==> config.mk <==
export PLATFORM = sky130hd
export DESIGN_NAME = execute_stage
export DESIGN_NICKNAME = d
export VERILOG_FILES = /design/src/rtl/execute_stage.sv
export SDC_FILE = /design/constraint.sdc
export NUM_CORES = 1
export LEC_CHECK = 0
export CORE_MARGIN = 1
export CORE_UTILIZATION = 45
export DETAILED_ROUTE_END_ITERATION = 8
export PLACE_DENSITY_LB_ADDON = 0.05
export SYNTH_ARGS = -nofsm -noshare
export SYNTH_HDL_FRONTEND = slang
export SYNTH_SLANG_ARGS = --single-unit
==> constraint.sdc <==
create_clock -name clk -period 10.11 [get_ports clk]
set_input_delay 1.5165 -clock clk [delete_from_list [all_inputs] [get_ports clk]]
set_output_delay 1.5165 -clock clk [all_outputs]
set_load 0.03 [all_outputs]
==> src/rtl/execute_stage.sv <==
// Execute stage: single-cycle ALU plus an iterative shift-add multiplier.
// While a multiply is in flight the stage stalls ID and sends bubbles to MEM.
module execute_stage #(
  parameter int WIDTH  = 32,
  parameter int REG_AW = 5
) (
  input  logic              clk,
  input  logic              reset,
  input  logic              flush,
  input  logic              validIn,
  input  logic [3:0]        aluOp,
  input  logic              aluSrc,
  input  logic [WIDTH-1:0]  rsData,
  input  logic [WIDTH-1:0]  rtData,
  input  logic [WIDTH-1:0]  immediate,
  input  logic [REG_AW-1:0] rdIn,
  input  logic [1:0]        writeBackControlIn,
  input  logic [1:0]        memAccessControlIn,
  output logic              stall,
  output logic [1:0]        writeBackControlOut,
  output logic [1:0]        memAccessControlOut,
  output logic [WIDTH-1:0]  resultOut,
  output logic [WIDTH-1:0]  writeData,
  output logic [REG_AW-1:0] rdOut
);

  localparam logic [3:0] OpMul = 4'd10;
  localparam int         CntW  = $clog2(WIDTH + 1);

  typedef enum logic {IDLE = 1'b0, BUSY = 1'b1} stateT;

  stateT            state;
  stateT            nextState;
  logic [WIDTH-1:0] mcand;
  logic [WIDTH-1:0] mplier;
  logic [WIDTH-1:0] acc;
  logic [CntW-1:0]  count;
  logic [WIDTH-1:0] operandB;
  logic [WIDTH-1:0] partial;
  logic             loadAlu;
  logic             startMul;
  logic             stepMul;
  logic             finishMul;

  // Single-cycle ALU; shift amounts always come from the low five bits of B.
  function automatic logic [WIDTH-1:0] aluCompute(
    input logic [3:0]       op,
    input logic [WIDTH-1:0] a,
    input logic [WIDTH-1:0] b
  );
    logic signed [WIDTH-1:0] sa;
    logic signed [WIDTH-1:0] sb;
    logic        [4:0]       sh;
    logic        [WIDTH-1:0] r;
    sa = $signed(a);
    sb = $signed(b);
    sh = b[4:0];
    case (op)
      4'd0:    r = a + b;
      4'd1:    r = a - b;
      4'd2:    r = a & b;
      4'd3:    r = a | b;
      4'd4:    r = a ^ b;
      4'd5:    r = ~(a | b);
      4'd6:    r = {{(WIDTH-1){1'b0}}, (sa < sb)};
      4'd7:    r = a << sh;
      4'd8:    r = a >> sh;
      4'd9:    r = $unsigned(sa >>> sh);
      default: r = '0;
    endcase
    return r;
  endfunction

  assign operandB = aluSrc ? immediate : rtData;
  assign partial  = mplier[0] ? mcand : '0;

  // State register.
  always_ff @(posedge clk) begin
    if (reset) state <= IDLE;
    else       state <= nextState;
  end

  // Next-state: flush aborts any multiply; the last BUSY cycle returns to IDLE.
  always_comb begin
    nextState = state;
    if (reset || flush) begin
      nextState = IDLE;
    end else begin
      case (state)
        IDLE:    if (validIn && aluOp == OpMul) nextState = BUSY;
        BUSY:    if (count == '0) nextState = IDLE;
        default: nextState = IDLE;
      endcase
    end
  end

  // Control outputs: stall holds ID until the cycle the product can retire.
  always_comb begin
    stall     = 1'b0;
    loadAlu   = 1'b0;
    startMul  = 1'b0;
    stepMul   = 1'b0;
    finishMul = 1'b0;
    if (!reset && !flush) begin
      case (state)
        IDLE: begin
          if (validIn) begin
            if (aluOp == OpMul) begin
              stall    = 1'b1;
              startMul = 1'b1;
            end else begin
              loadAlu = 1'b1;
            end
          end
        end
        BUSY: begin
          if (count != '0) begin
            stall   = 1'b1;
            stepMul = 1'b1;
          end else begin
            finishMul = 1'b1;
          end
        end
        default: ;
      endcase
    end
  end

  // Datapath: outputs default to a bubble each edge; multiplier iterates on latched operands.
  always_ff @(posedge clk) begin
    if (reset) begin
      resultOut           <= '0;
      writeData           <= '0;
      rdOut               <= '0;
      writeBackControlOut <= '0;
      memAccessControlOut <= '0;
      count               <= '0;
    end else begin
      resultOut           <= '0;
      writeData           <= '0;
      rdOut               <= '0;
      writeBackControlOut <= '0;
      memAccessControlOut <= '0;
      if (loadAlu || finishMul) begin
        resultOut           <= finishMul ? (acc + partial)
                                         : aluCompute(aluOp, rsData, operandB);
        writeData           <= rtData;
        rdOut               <= rdIn;
        writeBackControlOut <= writeBackControlIn;
        memAccessControlOut <= memAccessControlIn;
      end
      if (startMul) begin
        mcand  <= rsData;
        mplier <= operandB;
        acc    <= '0;
        count  <= CntW'(WIDTH - 1);
      end
      if (stepMul) begin
        acc    <= acc + partial;
        mcand  <= mcand << 1;
        mplier <= mplier >> 1;
        count  <= count - CntW'(1);
      end
      if (flush) count <= '0;
    end
  end

endmodule

== Yosys cells after proc, flatten, opt, wreduce, memory -nomap -nowiden ==
Cells that the tools add are included.

* Add/subtract/negate cells: 4
* Magnitude comparators: 1
* Equal/unequal tests: 10
* Shift operators: 3
* Muxes and demuxes: 31
* Bitwise logic cells: 7
* Reductions and logical operators: 14

{| class="wikitable"
|+ Operators with widths
! cell !! number
|-
| $pmux W32 S10 || 1
|-
| $mux W32 || 8
|-
| $add A32 B32 Y32 || 2
|-
| $and A32 B32 Y32 || 1
|-
| $lt A32 B32 Y1 || 1
|-
| $not A32 Y32 || 1
|-
| $or A32 B32 Y32 || 1
|-
| $shl A32 B5 Y32 || 1
|-
| $shr A32 B5 Y32 || 1
|-
| $sshr A32 B5 Y32 || 1
|-
| $sub A32 B32 Y32 || 1
|-
| $xor A32 B32 Y32 || 1
|-
| $mux W31 || 1
|-
| $mux W1 || 17
|-
| $eq A4 B3 Y1 const B || 4
|-
| $eq A4 B4 Y1 const B || 3
|-
| $mux W6 || 2
|-
| $eq A4 B2 Y1 const B || 2
|-
| $logic_not A6 Y1 || 1
|-
| $reduce_bool A6 Y1 || 1
|-
| $reduce_or A2 Y1 || 3
|-
| $sub A6 B1 Y6 const B || 1
|-
| $eq A4 B1 Y1 const B || 1
|-
| $logic_not A4 Y1 || 1
|-
| other kinds (7) || 13
|}

* Register bits after elaboration: 176
* Input port bits: 114
* Output and inout port bits: 74
* Word-level logic and storage cells: 82

== Longest topological paths before layout ==
Gate-level depths: netlist of the first run.

* Depth after elaboration: 8
* Depth in mapped cells: 18
* Mapped depth without buffers: 15

== Worst setup path after synthesis of the first run ==
OpenSTA, ideal clock, no wires.

* Path kind: input to register
* Start point: input aluSrc
* End point: register resultOut[30]
* Setup time: 137 ps
* Arrival: 5212 ps
* Data required time: 9973 ps
* Path slack: 4761 ps
* Stages: 18
* Buffers on the path: 6
* Path through: buf_6 > buf_2 > mux2i_1 > buf_2 > buf_1 > clkbuf_1 > ha_1 > buf_2 > o211ai_1 > o21a_1 > a21oi_1 > o31ai_1 > o31ai_1 > a211o_1 > a2111oi_2 > a311oi_2 > xnor2_1 > o221ai_1

* Longest elaborated chain between the ends: 5
* Elaborated cells on any way between the ends: 12
* Classes of those cells: add/sub (2); shift (3); mux (3); bitwise (4)

{| class="wikitable"
|+ Ends and longest elaborated chain
! element !! line !! source
|-
| from (decl) || 12 || <nowiki>input logic aluSrc,</nowiki>
|-
| $mux W32 (*) || 74 || <nowiki>assign operandB = aluSrc ? immediate : rtData;</nowiki>
|-
| branches (longest 2 deep; another with $sub A32 B32 Y32) || n/a ||
|-
| $pmux W32 S10 (*) || 58 || <nowiki>case (op)</nowiki>
|-
| $mux W32 (*) || 145 || <nowiki>resultOut <= finishMul ? (acc + partial)</nowiki>
|-
| to (signal assigned) || 145 ||
|-
| to (decl) || 22 || <nowiki>output logic [WIDTH-1:0] resultOut,</nowiki>
|}

Mark *: on every way between the ends.
A chain may end at the register's enable or synchronous reset.

== Final worst setup path of the first run ==
Ends and elaborated chain as after synthesis.

==> results of run 1 <==
==> registers in the layout, summed over array words and instances, names as in the netlist <==
register             count
mcand                   32
rdOut                    5
mplier                  32
memAccessControlOut      2
state                    1
resultOut               32
count                    6
acc                     32
writeData               32
writeBackControlOut      2
==> where the power goes <==
group / total, mW / internal, mW / switching, mW
Clock: 0.652 / 0.348 / 0.305
Sequential: 0.764 / 0.760 / 0.00316
Combinational: 0.791 / 0.291 / 0.501
Total: 2.21 / 1.40 / 0.808
==> final cells by class <==
type,instances,area (um^2),share of cell area (%)
clock buffer,21,450,2.33
clock inverter,11,106,0.550
inverter,117,442,2.29
multi-input combinational,1617,11100,57.4
sequential,176,4480,23.2
tap,461,577,2.98
timing repair buffer,228,2170,11.2
==> critical path: stages <==
cell                       delay, ps
sky130_fd_sc_hd__buf_2            70
sky130_fd_sc_hd__buf_4           530
sky130_fd_sc_hd__mux2i_4         110
sky130_fd_sc_hd__buf_4           340
sky130_fd_sc_hd__inv_2           120
sky130_fd_sc_hd__buf_4           570
sky130_fd_sc_hd__ha_1            290
sky130_fd_sc_hd__inv_1            60
sky130_fd_sc_hd__fa_1            420
sky130_fd_sc_hd__nor2b_1         160
sky130_fd_sc_hd__o21ai_0         360
sky130_fd_sc_hd__a21oi_1         280
sky130_fd_sc_hd__o21ai_1         300
sky130_fd_sc_hd__a21oi_1         160
sky130_fd_sc_hd__or3_1           390
sky130_fd_sc_hd__a21bo_2         230
sky130_fd_sc_hd__a311oi_2        290
sky130_fd_sc_hd__xnor2_1         150
sky130_fd_sc_hd__o221ai_1        120
==> layout by cell type (no fill, tap or decap), types with 9 or more instances in the layout <==
cell type	synthesis	final
sky130_fd_sc_hd__a211oi_1	21	21
sky130_fd_sc_hd__a21o_1	30	30
sky130_fd_sc_hd__a21oi_1	180	179
sky130_fd_sc_hd__a221o_1	11	11
sky130_fd_sc_hd__a221oi_1	33	33
sky130_fd_sc_hd__a31oi_1	24	24
sky130_fd_sc_hd__and2_1	78	78
sky130_fd_sc_hd__buf_4	5	41
sky130_fd_sc_hd__clkbuf_16	0	17
sky130_fd_sc_hd__clkdlybuf4s50_1	0	185
sky130_fd_sc_hd__dfxtp_1	80	80
sky130_fd_sc_hd__edfxtp_1	96	96
sky130_fd_sc_hd__ha_1	132	132
sky130_fd_sc_hd__inv_1	113	112
sky130_fd_sc_hd__mux2i_1	108	105
sky130_fd_sc_hd__mux4_2	24	24
sky130_fd_sc_hd__nand2_1	181	181
sky130_fd_sc_hd__nand2b_1	16	16
sky130_fd_sc_hd__nand3_1	29	28
sky130_fd_sc_hd__nor2_1	227	227
sky130_fd_sc_hd__nor2b_1	10	10
sky130_fd_sc_hd__nor3_1	30	27
sky130_fd_sc_hd__nor4_1	10	10
sky130_fd_sc_hd__o211ai_1	32	32
sky130_fd_sc_hd__o21a_1	9	9
sky130_fd_sc_hd__o21ai_0	161	161
sky130_fd_sc_hd__o21ai_1	13	13
sky130_fd_sc_hd__o21bai_1	17	17
sky130_fd_sc_hd__o221ai_1	17	17
sky130_fd_sc_hd__o22ai_1	33	33
sky130_fd_sc_hd__o31ai_1	10	10
sky130_fd_sc_hd__or3_1	14	14
sky130_fd_sc_hd__xnor2_1	45	45
sky130_fd_sc_hd__xor2_1	16	16
==> worst min path at each step <==
| stage | start | end | depth (start not counted) | slack (ps) |
|---|---|---|---|---|
| 2_1_floorplan | count[0] | count[0] | 1 | 470 |
| 3_3_place_gp | count[1] | count[1] | 2 | 480 |
| 3_5_place_dp | count[1] | count[1] | 2 | 510 |
| 4_1_cts | count[1] | count[1] | 2 | 520 |
| 5_1_grt | count[0] | count[0] | 1 | 560 |
| 6_report | count[1] | count[1] | 2 | 520 |
==> cells by family after synthesis <==
logic type | after synthesis
buffers and inverters | 255
flip-flops | 176
adder cells (fa/ha/maj) | 135
multiplexers | 140
AND/OR/NAND/NOR | 614
AO/OA/AOI/OAI | 667
XOR/XNOR | 61
==> layer usage <==
| layer | up-vias | share of wire, % |
|---|---|---|
| li1 | 7681 | - |
| met1 | 7979 | 46 |
| met2 | 812 | 42 |
| met3 | 101 | 8.7 |
| met4 | 2 | 3.3 |
| met5 | - | 0.026 |
==> metrics.txt, run 1 <==
synthesized-area fraction occupied by ao, oa, aoi and oai cells=25.9%; dominant cell type by area after synthesis=sky130_fd_sc_hd__edfxtp_1; type of the most critical hold path=reg -> reg; remaining max-slew budget at the tightest pin=16.0%; DR vias=16600; largest family of logic cells by synthesized area=compound AO/OA/AOI/OAI gates; mean number of vias per cell=6.30; die footprint=0.0376 mm^2; Post-Layout Cell Count=2631; die span in y=194 um; synthesized-area fraction occupied by xor and xnor cells=3.23%; Max Cap Violations=0; gr usage total=34.4%; Gate Count Post-Synth=2048; peak supply drop=0.132 mV; number of flops mapped to enable cells by yosys=96; CTS Buf Count=17; status=finished clean; wire length reported by the detailed router=65.6 mm; Synth Warn #=0; routability cong.=1.01; Slew Viols, Final=0; data required time at the worst endpoint=10420 ps; number of antenna violations at the first check in global routing=1; simple-gate portion of the synthesized area=16.6%; Horiz. Die Dim=194 um; Util after Layout=53.8%; met1 global-route usage=49.6%; clock period minus final worst setup slack=6190 ps; post-placement worst setup slack=3510 ps; Power Density=114 mW/mm^2; count of clock tree sinks=176; Syn-to-layout area delta=16.7%; clock latency reported for the late side of the worst-skew pair=460 ps; worst clock skew=11.2 ps; count leader, synth=sky130_fd_sc_hd__nor2_1; Final Cycle Share=61.2%; Worst EP arrival=6510 ps; Setup Buffers After CTS=0; total iterations of the first detailed-routing run=6; startpoint of the worst-slack reg-to-reg timing path=mplier[0]; initial cell density of the core=46.1%; Final Cell Area=0.0193 mm^2; share of cells above drive strength 1=6.22%; input/output buffers=187; htree depth=4; pin count of the biggest net entering global routing=67; number of placed I/O pins=188; end of the worst register-to-register path=acc[31]; slack of the critical path=3920 ps; wire length of the first global-routing pass=98.2 mm; setup repair after global routing missed its margin=false; termination of the worst setup path=resultOut[30]; area of the mapped netlist=0.0166 mm^2; Placed Instance Area=0.0188 mm^2; floorplan core area=0.0359 mm^2; vias in the first global route=15700; post-detailed-placement half-perimeter wirelength=51.0 mm; worst r2r path cells=13; number of rows created at floorplan=69; met3 track utilization from global routing=5.98%; Fill cells=3489; dominant synthesized flop cell=sky130_fd_sc_hd__edfxtp_1; fraction of met2 tracks used by global routing=51.1%; clock slew seen by the registers of the worst setup and hold paths=70 ps; total of cells resized after clock tree synthesis=0; worst hold margin=522 ps; cell total after placement=2599; FFs w/ async S/R, synth=0%; Netlist cell types=86; launching instance or port of the critical path=aluSrc; top cell type's share of synthesized area=17.4%; routed length per placed instance=24.9 um; leading cell types by total area after synthesis=sky130_fd_sc_hd__edfxtp_1 (17%), sky130_fd_sc_hd__ha_1 (10%), sky130_fd_sc_hd__dfxtp_1 (9.7%), sky130_fd_sc_hd__mux2i_1 (6.5%), sky130_fd_sc_hd__a21oi_1 (5.4%); clock tree from TritonCTS=yes; total leakage power=7.67 nW; antenna cells=0; total grt overflow=0; average footprint of a synthesized cell=8.09 um^2; multiplexer fraction of the synthesized cell area=10.5%; root buffer cell=sky130_fd_sc_hd__clkbuf_16; Hold-fix buffers, CTS=0; drc violations=0; 1st-iter DRT viols=1694; post-synthesis sequential element count=176; top post-synthesis cells by count=sky130_fd_sc_hd__nor2_1 (227), sky130_fd_sc_hd__nand2_1 (181), sky130_fd_sc_hd__a21oi_1 (180); sum of internal, switching and leakage power=2.21 mW; adder-cell share of the synthesized area=10.3%; critical path start-end classification=in -> reg; hold violation total from the final report=0; type of element capturing the critical path=flop; GR peak layer=met2; proportion of synthesized chip area in sequential cells=27.1%; Antenna Violating Nets Remaining=0; slew at the pin closest to its max-slew limit=1260 ps; Mapped Nets=2297; maximum clock insertion buffer count=2; Startpoint Class=input port; final-layout setup total negative slack=0 ps; post-layout net count=2406; Setup-failing EPs final=0; register-to-register path setup slack=5580 ps; top achievable clock speed=162 MHz; Crit Path Max Fanout=52
No activity file was read; power rests on OpenSTA's default activity.
==> run 2: changes to the inputs <==
==> constraint.sdc (replaced) <==
create_clock -name clk -period 5.6 [get_ports clk]
set_input_delay 0.84 -clock clk [delete_from_list [all_inputs] [get_ports clk]]
set_output_delay 0.84 -clock clk [all_outputs]
set_load 0.03 [all_outputs]
==> metrics.txt, run 2 (synthesis results as in run 1) <==
total grt overflow=0 (unchanged); status=finished clean; Worst EP arrival=5170 ps (-1340 ps); count of clock tree sinks=176 (unchanged); top achievable clock speed=206 MHz; wire length of the first global-routing pass=98.1 mm (about the same); post-layout net count=2417 (+0.46%); type of the most critical hold path=reg -> reg; final-layout setup total negative slack=0 ps (unchanged); portion of total power attributed to sequential cells=34.4% (-0.2 points); Horiz. Die Dim=194 um (unchanged); worst clock skew=17.8 ps (+6.63 ps); gr usage total=34.5% (+0.12 points); floorplan core area=0.0359 mm^2 (unchanged); Cell Chain, Critical Path=clkdlybuf4s50_1, mux2i_4, buf_4, mux2i_4, mux2_2, nor2_1, a31oi_2, nand2_1, a22oi_1, nor3_1, a2111oi_0, buf_4, o22ai_1; total iterations of the first detailed-routing run=7 (+1); Buf/Inv on CP=3 (-3); number of rows created at floorplan=69 (unchanged); delay of the slowest cell on the worst path=1050 ps (+480 ps); Antenna Violating Nets Remaining=0 (unchanged); Final Cell Area=0.0194 mm^2 (+0.46%); die footprint=0.0376 mm^2 (unchanged); clock slew seen by the registers of the worst setup and hold paths=70 ps (about the same); cell type group with the largest total delay on the critical path=compound AO/OA/AOI/OAI gates; Sw Ratio=38.2% (+1.5 points); share of cells above drive strength 1=6.79% (+0.56 points); register-to-register path setup slack=1380 ps (-4200 ps); maximum clock insertion buffer count=2 (unchanged); leading cell type in the layout, fill and taps excluded=sky130_fd_sc_hd__nor2_1; most frequent cells in the layout=sky130_fd_sc_hd__nor2_1 (227), sky130_fd_sc_hd__clkdlybuf4s50_1 (185), sky130_fd_sc_hd__nand2_1 (181), sky130_fd_sc_hd__a21oi_1 (179), sky130_fd_sc_hd__o21ai_0 (161); remaining max-slew budget at the tightest pin=18.3% (+2.3 points); wire length reported by the detailed router=66.6 mm (+1.6%); Hold-fix buffers, CTS=0 (unchanged); critical path start-end classification=in -> reg; total of cells resized after clock tree synthesis=0 (unchanged); end of the worst register-to-register path=acc[31]; setup repair after global routing missed its margin=false; Fill cells=3433 (-1.6%); critical hold path startpoint=count[1]; die span in y=194 um (unchanged); standard cell with the maximum stage delay on the critical path=sky130_fd_sc_hd__a2111oi_0; post-detailed-placement half-perimeter wirelength=50.6 mm (-0.85%); fraction of power consumed by combinational cells=36.2% (+0.3 points); clock tree from TritonCTS=yes; input/output buffers=187 (unchanged); Max Cap Violations=0 (unchanged); routed length per placed instance=25.2 um (+1.1%); type of element capturing the critical path=flop; data required time at the worst endpoint=5930 ps (-4490 ps); Setup Buffers After CTS=0 (unchanged); Power Density=207 mW/mm^2 (+81%); mean number of vias per cell=6.43 (+2.0%); vias in the first global route=15900 (+1.1%); Placed Instance Area=0.0189 mm^2 (+0.57%); clock period minus final worst setup slack=4840 ps; slew at the pin closest to its max-slew limit=1190 ps (-61.5 ps); initial cell density of the core=46.1% (unchanged); power spent charging and discharging nets=1.53 mW (+89%); total leakage power=7.73 nW (+0.71%); clock latency reported for the late side of the worst-skew pair=470 ps (about the same); pin count of the biggest net entering global routing=66 (-1.5%); hold violation total from the final report=0 (unchanged); number of antenna violations at the first check in global routing=4 (+3); 1st-iter DRT viols=2124 (+25%); Int Power=2.48 mW (+77%); WHS Path Cells=2 (unchanged); number of placed I/O pins=188 (unchanged); end point of the worst hold path=count[1]; drc violations=0 (unchanged); Crit Path Max Fanout=39 (-25%); Slew Viols, Final=0 (unchanged); root buffer cell=sky130_fd_sc_hd__clkbuf_16; Final Cycle Share=86.5%; launching instance or port of the critical path=rtData[0]; Startpoint Class=input port; Setup-failing EPs final=0 (unchanged); routability cong.=1.06 (+5.0%); worst r2r path cells=14 (+1); DR vias=17000 (+2.5%); CTS Buf Count=17 (unchanged); htree depth=4 (unchanged); Syn-to-layout area delta=17.2%; startpoint of the worst-slack reg-to-reg timing path=mplier[0]; fraction of power consumed by the clock network=29.5% (about the same); peak supply drop=0.230 mV (+74%)
[run 2: changes by cell type in the layout (fill, tap and decap cells not counted), sizes merged]
cell | before | now
buf | 43 | 54
clkinv | 7 | 8
clkinvlp | 2 | 1
bufinv | 1 | 0
diode | 0 | 1
inv | 118 | 121
clkbuf | 21 | 19
[run 2: worst register-to-register path, delay by kind of cell (launching register included)]
family / cells / cell delay (ps)
flip-flops: 1 / 920
adder cells (fa/ha/maj): 1 / 240
AO/OA/AOI/OAI: 8 / 1770
XOR/XNOR: 1 / 450
buffers and inverters: 2 / 290
AND/OR/NAND/NOR: 2 / 310
[run 2: layer usage]
| metal | track usage (%) | vias up | wire [um] | share of wire [%] |
|---|---|---|---|---|
| li1 | - | 7701 | - | - |
| met1 | 49.0 | 8053 | 28900 | 43 |
| met2 | 49.6 | 1073 | 27400 | 41 |
| met3 | 9.50 | 156 | 7890 | 12 |
| met4 | 12.6 | 4 | 2400 | 3.6 |
| met5 | 0 | - | 22 | 0.033 |
[run 2: power by group through the flow]
stage / clock network (mW) / logic, mW / registers (mW)
2_1_floorplan: 0 / 0.856 / 1.43
3_3_place_gp: 0 / 1.39 / 1.41
3_5_place_dp: 0 / 1.38 / 1.41
4_1_cts: 1.20 / 1.39 / 1.38
5_1_grt: 1.25 / 1.52 / 1.38
6_report: 1.18 / 1.45 / 1.38
[run 2: how the worst max path moves through the flow]
stage               slack (ps)  depth (start not counted)             to
floorplan                  930                         18  resultOut[30]
global placement           510                         13   resultOut[3]
detailed placement         560                         13   resultOut[3]
CTS                       1040                         13   resultOut[3]
global route               750                         16  resultOut[29]
finish                     760                         13   resultOut[3]
[run 2: final cells by class]
type                       count  area [um^2]  area share (%)
timing repair buffer         239         2280            11.7
antenna                        1         2.50          0.0129
tap                          461          577            2.97
sequential                   176         4480            23.1
multi-input combinational   1617        11100            57.2
clock buffer                  19          433            2.23
inverter                     117          442            2.27
clock inverter                13          103           0.528
[run 2: stage by stage]
step	setup WS [ps]	total power [mW]	instances	utilization, %	hold WS [ps]
after floorplan	927	2.29	2048	-	470
after global placement	508	2.80	2610	52.6	484
after detailed placement	560	2.79	2610	52.6	504
after CTS	1040	3.97	2642	54.1	515
after global routing	754	4.15	2642	54.1	540
final	756	4.01	2643	54.1	514
==> run 3: changes to the inputs <==
--- a/config.mk
+++ b/config.mk
@@ -5,8 +5,10 @@
 export SDC_FILE = /design/constraint.sdc
 export NUM_CORES = 1
 export LEC_CHECK = 0
+export ABC_CLOCK_PERIOD_IN_PS = 5600
 export CORE_MARGIN = 1
 export CORE_UTILIZATION = 45
+export CTS_CLUSTER_SIZE = 20
 export DETAILED_ROUTE_END_ITERATION = 8
 export PLACE_DENSITY_LB_ADDON = 0.05
 export SYNTH_ARGS = -nofsm -noshare
==> results of run 3 <==
No change in the layout: final DEF, timing and power equal those of run 2.
